<file path="src/rtl/reg_file_sequencer.sv">
// Multi-cycle FETCH/DECODE/EXEC/WB sequencer driving the 16x8 register file and ALU.
// All outputs are registered; one instruction retires per fetch/decode/execute/writeback pass.
module reg_file_sequencer #(
  parameter int PC_W    = 8,
  parameter int INSTR_W = 16
) (
  input  logic               clk,
  input  logic               rst_n,
  input  logic               start,
  output logic               instr_req,
  output logic [PC_W-1:0]    instr_addr,
  input  logic               instr_valid,
  input  logic [INSTR_W-1:0] instr_data,
  output logic [3:0]         RA1,
  output logic [3:0]         RA2,
  output logic [3:0]         WA,
  output logic               write_enable,
  output logic [2:0]         alu_op,
  output logic               imm_sel,
  output logic [7:0]         imm,
  output logic               busy,
  output logic               halted
);

  localparam logic [3:0] OP_LDI  = 4'h6;
  localparam logic [3:0] OP_MOV  = 4'h7;
  localparam logic [3:0] OP_HALT = 4'hF;

  typedef enum logic [2:0] {
    S_IDLE,
    S_FETCH,
    S_DECODE,
    S_EXEC,
    S_WB,
    S_HALT
  } state_t;

  state_t          state_q, state_d;
  logic [PC_W-1:0] pc_q, pc_d;
  logic [3:0]      op_q, op_d;
  logic [3:0]      rd_q, rd_d;

  logic            req_d;
  logic            we_d;
  logic [3:0]      ra1_d, ra2_d, wa_d;
  logic [2:0]      alu_d;
  logic            isel_d;
  logic [7:0]      imm_d;
  logic            busy_d, halted_d;

  function automatic logic is_write(input logic [3:0] op);
    return (op >= 4'h1) && (op <= OP_MOV);
  endfunction

  // ALU encoding: ADD..XOR map to 0..4, LDI passes B, MOV passes A.
  function automatic logic [2:0] alu_decode(input logic [3:0] op);
    logic [2:0] f;
    f = 3'd0;
    if ((op >= 4'h1) && (op <= 4'h5)) begin
      f = 3'(op - 4'h1);
    end else if (op == OP_LDI) begin
      f = 3'd5;
    end else if (op == OP_MOV) begin
      f = 3'd6;
    end
    return f;
  endfunction

  assign instr_addr = pc_q;

  always_comb begin
    state_d = state_q;
    pc_d    = pc_q;
    op_d    = op_q;
    rd_d    = rd_q;
    req_d   = 1'b0;
    we_d    = 1'b0;
    ra1_d   = RA1;
    ra2_d   = RA2;
    wa_d    = WA;
    alu_d   = alu_op;
    isel_d  = imm_sel;
    imm_d   = imm;

    case (state_q)
      S_IDLE: begin
        if (start) begin
          state_d = S_FETCH;
          req_d   = 1'b1;
        end
      end
      S_FETCH: begin
        req_d = 1'b1;
        // Decode fields are captured straight from the accepted word so they
        // are already valid during DECODE.
        if (instr_req && instr_valid) begin
          state_d = S_DECODE;
          req_d   = 1'b0;
          pc_d    = pc_q + PC_W'(1);
          op_d    = instr_data[15:12];
          rd_d    = instr_data[11:8];
          ra1_d   = instr_data[7:4];
          ra2_d   = instr_data[3:0];
          alu_d   = alu_decode(instr_data[15:12]);
          isel_d  = (instr_data[15:12] == OP_LDI);
          imm_d   = (instr_data[15:12] == OP_LDI) ? instr_data[7:0] : 8'h00;
        end
      end
      S_DECODE: begin
        state_d = (op_q == OP_HALT) ? S_HALT : S_EXEC;
      end
      S_EXEC: begin
        state_d = S_WB;
        if (is_write(op_q)) begin
          we_d = 1'b1;
          wa_d = rd_q;
        end
      end
      S_WB: begin
        state_d = S_FETCH;
        req_d   = 1'b1;
      end
      S_HALT: begin
        state_d = S_HALT;
      end
      default: begin
        state_d = S_IDLE;
      end
    endcase

    busy_d   = (state_d != S_IDLE) && (state_d != S_HALT);
    halted_d = (state_d == S_HALT);
  end

  // Everything resets asynchronously so write_enable drops with rst_n.
  always_ff @(posedge clk or negedge rst_n) begin
    if (!rst_n) begin
      state_q      <= S_IDLE;
      pc_q         <= '0;
      op_q         <= 4'h0;
      rd_q         <= 4'h0;
      instr_req    <= 1'b0;
      write_enable <= 1'b0;
      RA1          <= 4'h0;
      RA2          <= 4'h0;
      WA           <= 4'h0;
      alu_op       <= 3'd0;
      imm_sel      <= 1'b0;
      imm          <= 8'h00;
      busy         <= 1'b0;
      halted       <= 1'b0;
    end else begin
      state_q      <= state_d;
      pc_q         <= pc_d;
      op_q         <= op_d;
      rd_q         <= rd_d;
      instr_req    <= req_d;
      write_enable <= we_d;
      RA1          <= ra1_d;
      RA2          <= ra2_d;
      WA           <= wa_d;
      alu_op       <= alu_d;
      imm_sel      <= isel_d;
      imm          <= imm_d;
      busy         <= busy_d;
      halted       <= halted_d;
    end
  end

endmodule

</file>
<file path="config.mk">
export PLATFORM = sky130hd
export DESIGN_NAME = reg_file_sequencer
export DESIGN_NICKNAME = d
export VERILOG_FILES = /design/src/rtl/reg_file_sequencer.sv
export SDC_FILE = /design/constraint.sdc
export NUM_CORES = 1
export LEC_CHECK = 0
export CAP_MARGIN = 20
export CORE_MARGIN = 1.5
export CORE_UTILIZATION = 48
export CTS_BUF_LIST = sky130_fd_sc_hd__clkbuf_16
export DETAILED_ROUTE_END_ITERATION = 8
export PLACE_DENSITY = 0.81
export SLEW_MARGIN = 10
export SYNTH_ARGS = -nofsm -noshare
export SYNTH_HDL_FRONTEND = slang
export SYNTH_SLANG_ARGS = --single-unit
</file>
<file path="constraint.sdc">
create_clock -name clk -period 2 [get_ports clk]
set_input_delay 0.3 -clock clk [delete_from_list [all_inputs] [get_ports clk]]
set_output_delay 0.3 -clock clk [all_outputs]
set_load 0.05 [all_outputs]
</file>
# Yosys cells after proc, flatten, opt, wreduce, memory -nomap -nowiden
# Index checks and enable logic that the tools add are counted.
# word_totals
regBits	47
in_bits	20
out_inout_bits	36
elab_cells	51
# classes
add_sub_neg	2
magnitude_cmp	4
eq_ne	10
muxes	13
n_reduce_logical	8
# op_table
op	n
$mux 3	6
$pmux 3 s6	1
$eq 3x3->1 const B	3
$add 8x1->8 const B	1
$eq 4x3->1 const B	2
$ge 4x1->1 const B	2
$le 4x3->1 const B	2
$mux 8	1
$eq 3x2->1 const B	2
$eq 4x4->1 const B	1
$logic_and 1x1->1	4
$mux 1	4
$reduce_and 2->1	2
$eq 3x1->1 const B	1
$logic_not 3->1	1
$ne 3x3->1 const B	1
$pmux 1 s3	1
$reduce_bool 3->1	1
$sub 3x1->3 const B	1

# Logic depth before layout (Yosys ltp)
# depth
word_depth	5
depth_mapped	6
depth_no_buf	6

# Least setup slack after synthesis
# No wires, ideal clock.
# synth_path
kind	reg-to-reg
startpoint	reg instr_req
endpoint	reg pc_q[5], in the netlist instr_addr[5]
setup_ns	0.082
arrival_ns	1.633
setup_slack_ns	0.286
stages_incl_launch_ff	6
n_path_buf	1
cell_sequence	dfrtp_1 > nand3_1 > or3_4 > buf_6 > nor3_4 > xor2_1
# synth_between
elab_chain_cells	2
# synth_lines
element	line_no	rtl
from (decl)	10	output logic instr_req,
from (signal assigned)	157	instr_req <= req_d;
$logic_and 1x1->1	96	if (instr_req && instr_valid) begin
$reduce_and 2->1 (no line)	n/a	
to (signal assigned)	154	pc_q <= pc_d;
to (decl)	39	logic [PC_W-1:0] pc_q, pc_d;
# Every way passes these cells.
# A chain may end at the register's enable or synchronous reset.

# Worst setup path after layout
# layout_path
startpoint	in instr_data[12]
endpoint	reg alu_op[2]
# layout_between
elab_chain_cells	4
elab_cells_between_ends	9
cone_classes	add/sub: 1; order compare: 2; eq/ne: 2; mux: 3; reduce/logical: 1
# layout_lines
element	line_no	rtl
from (decl)	13	input logic [INSTR_W-1:0] instr_data,
$eq 4x3->1	63	end else if (op == OP_MOV) begin
$mux 3	63	
$mux 3	61	end else if (op == OP_LDI) begin
$mux 3 *	59	if ((op >= 4'h1) && (op <= 4'h5)) begin
to (signal assigned)	162	alu_op <= alu_d;
to (decl)	18	output logic [2:0] alu_op,
# Every way passes the cells marked *; elsewhere a longest branch is shown, timed or not.

==> flow_summary.json <==
{
  "finalMaxSlewViolations": 0,
  "finClkSkew_ns": 0.005552,
  "hold_buffers": 0,
  "yosysTopAreaCell": "dfrtp_1",
  "synth_nets": 229,
  "ys_types": 38,
  "synth_edf_count": 0,
  "dieHeight_um": 69,
  "antenna_found_initial": 0,
  "post_drt_wl_per_cell_um": 13.85,
  "syn_area_sq_um": 2091,
  "postCtsSetupBuffers": 0,
  "grt_overflow": 0,
  "p_int_mw": 2.608,
  "switchingPower_mw": 1.935,
  "status": "finished, final reports clean",
  "cp.arrival_ns": 2.02,
  "ys_ff_latch": 47,
  "layout_min_cycle_time_ns": 1.858,
  "p_total_mw": 4.543,
  "multi_input_area_sq_um": 843.3,
  "max_cap_viol_count": 0,
  "p_clk_frac": 0.202,
  "max_freq_mhz": 538.1,
  "drcViolationCount": 0,
  "dp_cells": 310,
  "clk_path_buf_depth": 2,
  "layout.nets": 292,
  "vias": 1598,
  "port_buffers": 55,
  "hold_viol": 0,
  "drtIter0Drc": 97,
  "power_frac_comb": 0.462,
  "timing.final.crit_share": 0.9291,
  "dr.pass1.iters": 4,
  "syn_inst": 204,
  "cts_resized": 0,
  "path_class": "input port to flip-flop",
  "cellLeakagePower_nw": 1.414,
  "clk_latency_ns": 0.29,
  "grt_max_degree": 48,
  "endpoint_kind": "flip-flop",
  "powerDensity_nw_per_um2": 1566,
  "synth_flop_cell": "dfrtp_1",
  "hold_ws_ns": 0.09349,
  "fillers": 301,
  "grt_setup_unrepaired": "no",
  "area_growth_pct": 38.72,
  "vias_per_cell": 5.041,
  "start_kind": "input port",
  "diodes": 0,
  "place_hpwl_um": 3140,
  "ant_nets": 0,
  "final_area_sq_um": 2900,
  "fin_setup_tns_ns": 0,
  "hold_class": "input port to asynchronous set/reset pin",
  "dpl_cell_area_sq_um": 2738,
  "ys_top_cells_by_area": "dfrtp_1 56%, nand2_1 13%, ha_1 3.0%",
  "finalSetupViolations": 0,
  "netlist_top_cells_count": "72 x nand2_1, 47 x dfrtp_1, 10 x nand3_1",
  "cts_root_buf": "clkbuf_16",
  "cp_max_fo": 3,
  "async_flop_share": 1.000,
  "grt_usage": 0.1989,
  "peakVddDrop_uv": 784.0,
  "instances_no_fill": 317,
  "clkTransAtPathRegs_ns": 0.06,
  "cts_tree": "yes",
  "cp.required_ns": 2.17,
  "htree_levels": 2,
  "p_seq_frac": 0.337,
  "core.rowCount": 23,
  "numCtsBuffers": 5,
  "drive_gt1_frac": 0.1199,
  "dieWidth_um": 69,
  "grt_pass1_wl_um": 7624,
  "start_util": 0.5116,
  "gp_congestion": 0.7730,
  "seq_area_sq_um": 1176,
  "seq_area_frac_synth": 0.5625,
  "max_slew_margin": 0.6166,
  "synth_top_area_frac": 0.5625,
  "die-area_sq_um": 4761,
  "routed_wl_um": 4392,
  "clock-sinks": 47,
  "syn_area_per_cell_sq_um": 10.25,
  "yosys.cell_count.top_type": "nand2_1",
  "p_sw_frac": 0.4259,
  "grt_pass1_vias": 1594,
  "tightest_slew_ns": 0.5751,
  "coreArea_sq_um": 4086,
  "yosys_warnings": 0,
  "ios": 56
}
-- per-layer routing --
metal,vias to the layer above,track usage,routed length (um)
met5,-,0,0
met4,0,0.08497,85
met3,7,0.03801,156
met2,36,0.3184,2147
met1,748,0.2652,2002
li1,807,-,-
-- registers in the layout, summed over array words and instances, names as in the netlist, 3 cells and up --
| name | count |
|---|---|
| RA1 | 4 |
| RA2 | 4 |
| WA | 4 |
| alu_op | 3 |
| imm | 8 |
| instr_addr | 8 |
| op_q | 4 |
| rd_q | 4 |
| state_q | 3 |
-- critical path, cell delays in order --
cell and delay (ns):
clkdlybuf4s50_1 0.47, inv_1 0.08, ha_1 0.21, or4b_2 0.66, a21oi_1 0.21, o41ai_2 0.09
-- power groups by stage --
| stage | registers, mW | logic, mW | clock network [mW] |
|---|---|---|---|
| after floorplan | 2.27 | 0.672 | 0 |
| after global placement | 1.53 | 2.06 | 0 |
| after detailed placement | 1.54 | 2.10 | 0 |
| after CTS | 1.53 | 2.11 | 0.926 |
| after global routing | 1.58 | 2.22 | 0.968 |
| final | 1.53 | 2.10 | 0.916 |
-- logic make-up (layout without fill, tap and decap cells) --
family / count (synthesis) / after routing / synth area share
xor+xnor: 8 / 8 / 0.03351
flops: 47 / 47 / 0.5625
mux: 4 / 4 / 0.02154
simple gates: 107 / 107 / 0.2496
fa+ha+maj: 5 / 5 / 0.02992
buf+inv: 13 / 76 / 0.03411
compound gates: 20 / 20 / 0.06883
-- final cells by class --
| type | instances | share of cell area |
|---|---|---|
| clock buffer | 5 | 0.04314 |
| clock inverter | 2 | 0.01294 |
| inverter | 2 | 0.002588 |
| multi-input combinational | 144 | 0.2908 |
| sequential | 47 | 0.4055 |
| tap | 50 | 0.02157 |
| timing repair buffer | 67 | 0.2235 |
-- final timing paths --
path	slack (ns)	to	start	depth (start not counted)
min reg2reg	0.47	imm[2]	imm[2]	2
max	0.14	alu_op[2]	instr_data[12]	6
min	0.09	alu_op[0]	rst_n	2
max in group asynchronous	1.52	RA1[0]	rst_n	2
max reg2reg	0.37	WA[0]	state_q[2]	3
min in group clk	0.47	imm[2]	imm[2]	2
-- placed cells by master, fill, tap and decap left out, types with 3 or more instances in the layout --
cell / synthesis / layout
nand4_1: 3 / 3
o21ai_0: 3 / 3
nand3_1: 10 / 10
dfrtp_1: 47 / 47
xor2_1: 3 / 3
a21oi_1: 5 / 5
buf_4: 0 / 11
nand2_1: 72 / 72
nor2_1: 7 / 7
ha_1: 5 / 5
xnor2_1: 5 / 5
clkbuf_16: 0 / 5
clkdlybuf4s50_1: 0 / 54
mux2_2: 4 / 4
-- metrics by stage --
step,setup WS (ns),utilization
final,0.1417,0.7097
after global routing,0.1070,0.7097
after CTS,0.1419,0.7097
after detailed placement,-0.1485,0.6699
after global placement,-0.1059,0.6699
after floorplan,0.2857,-
Power figures use the tool's default switching activity.
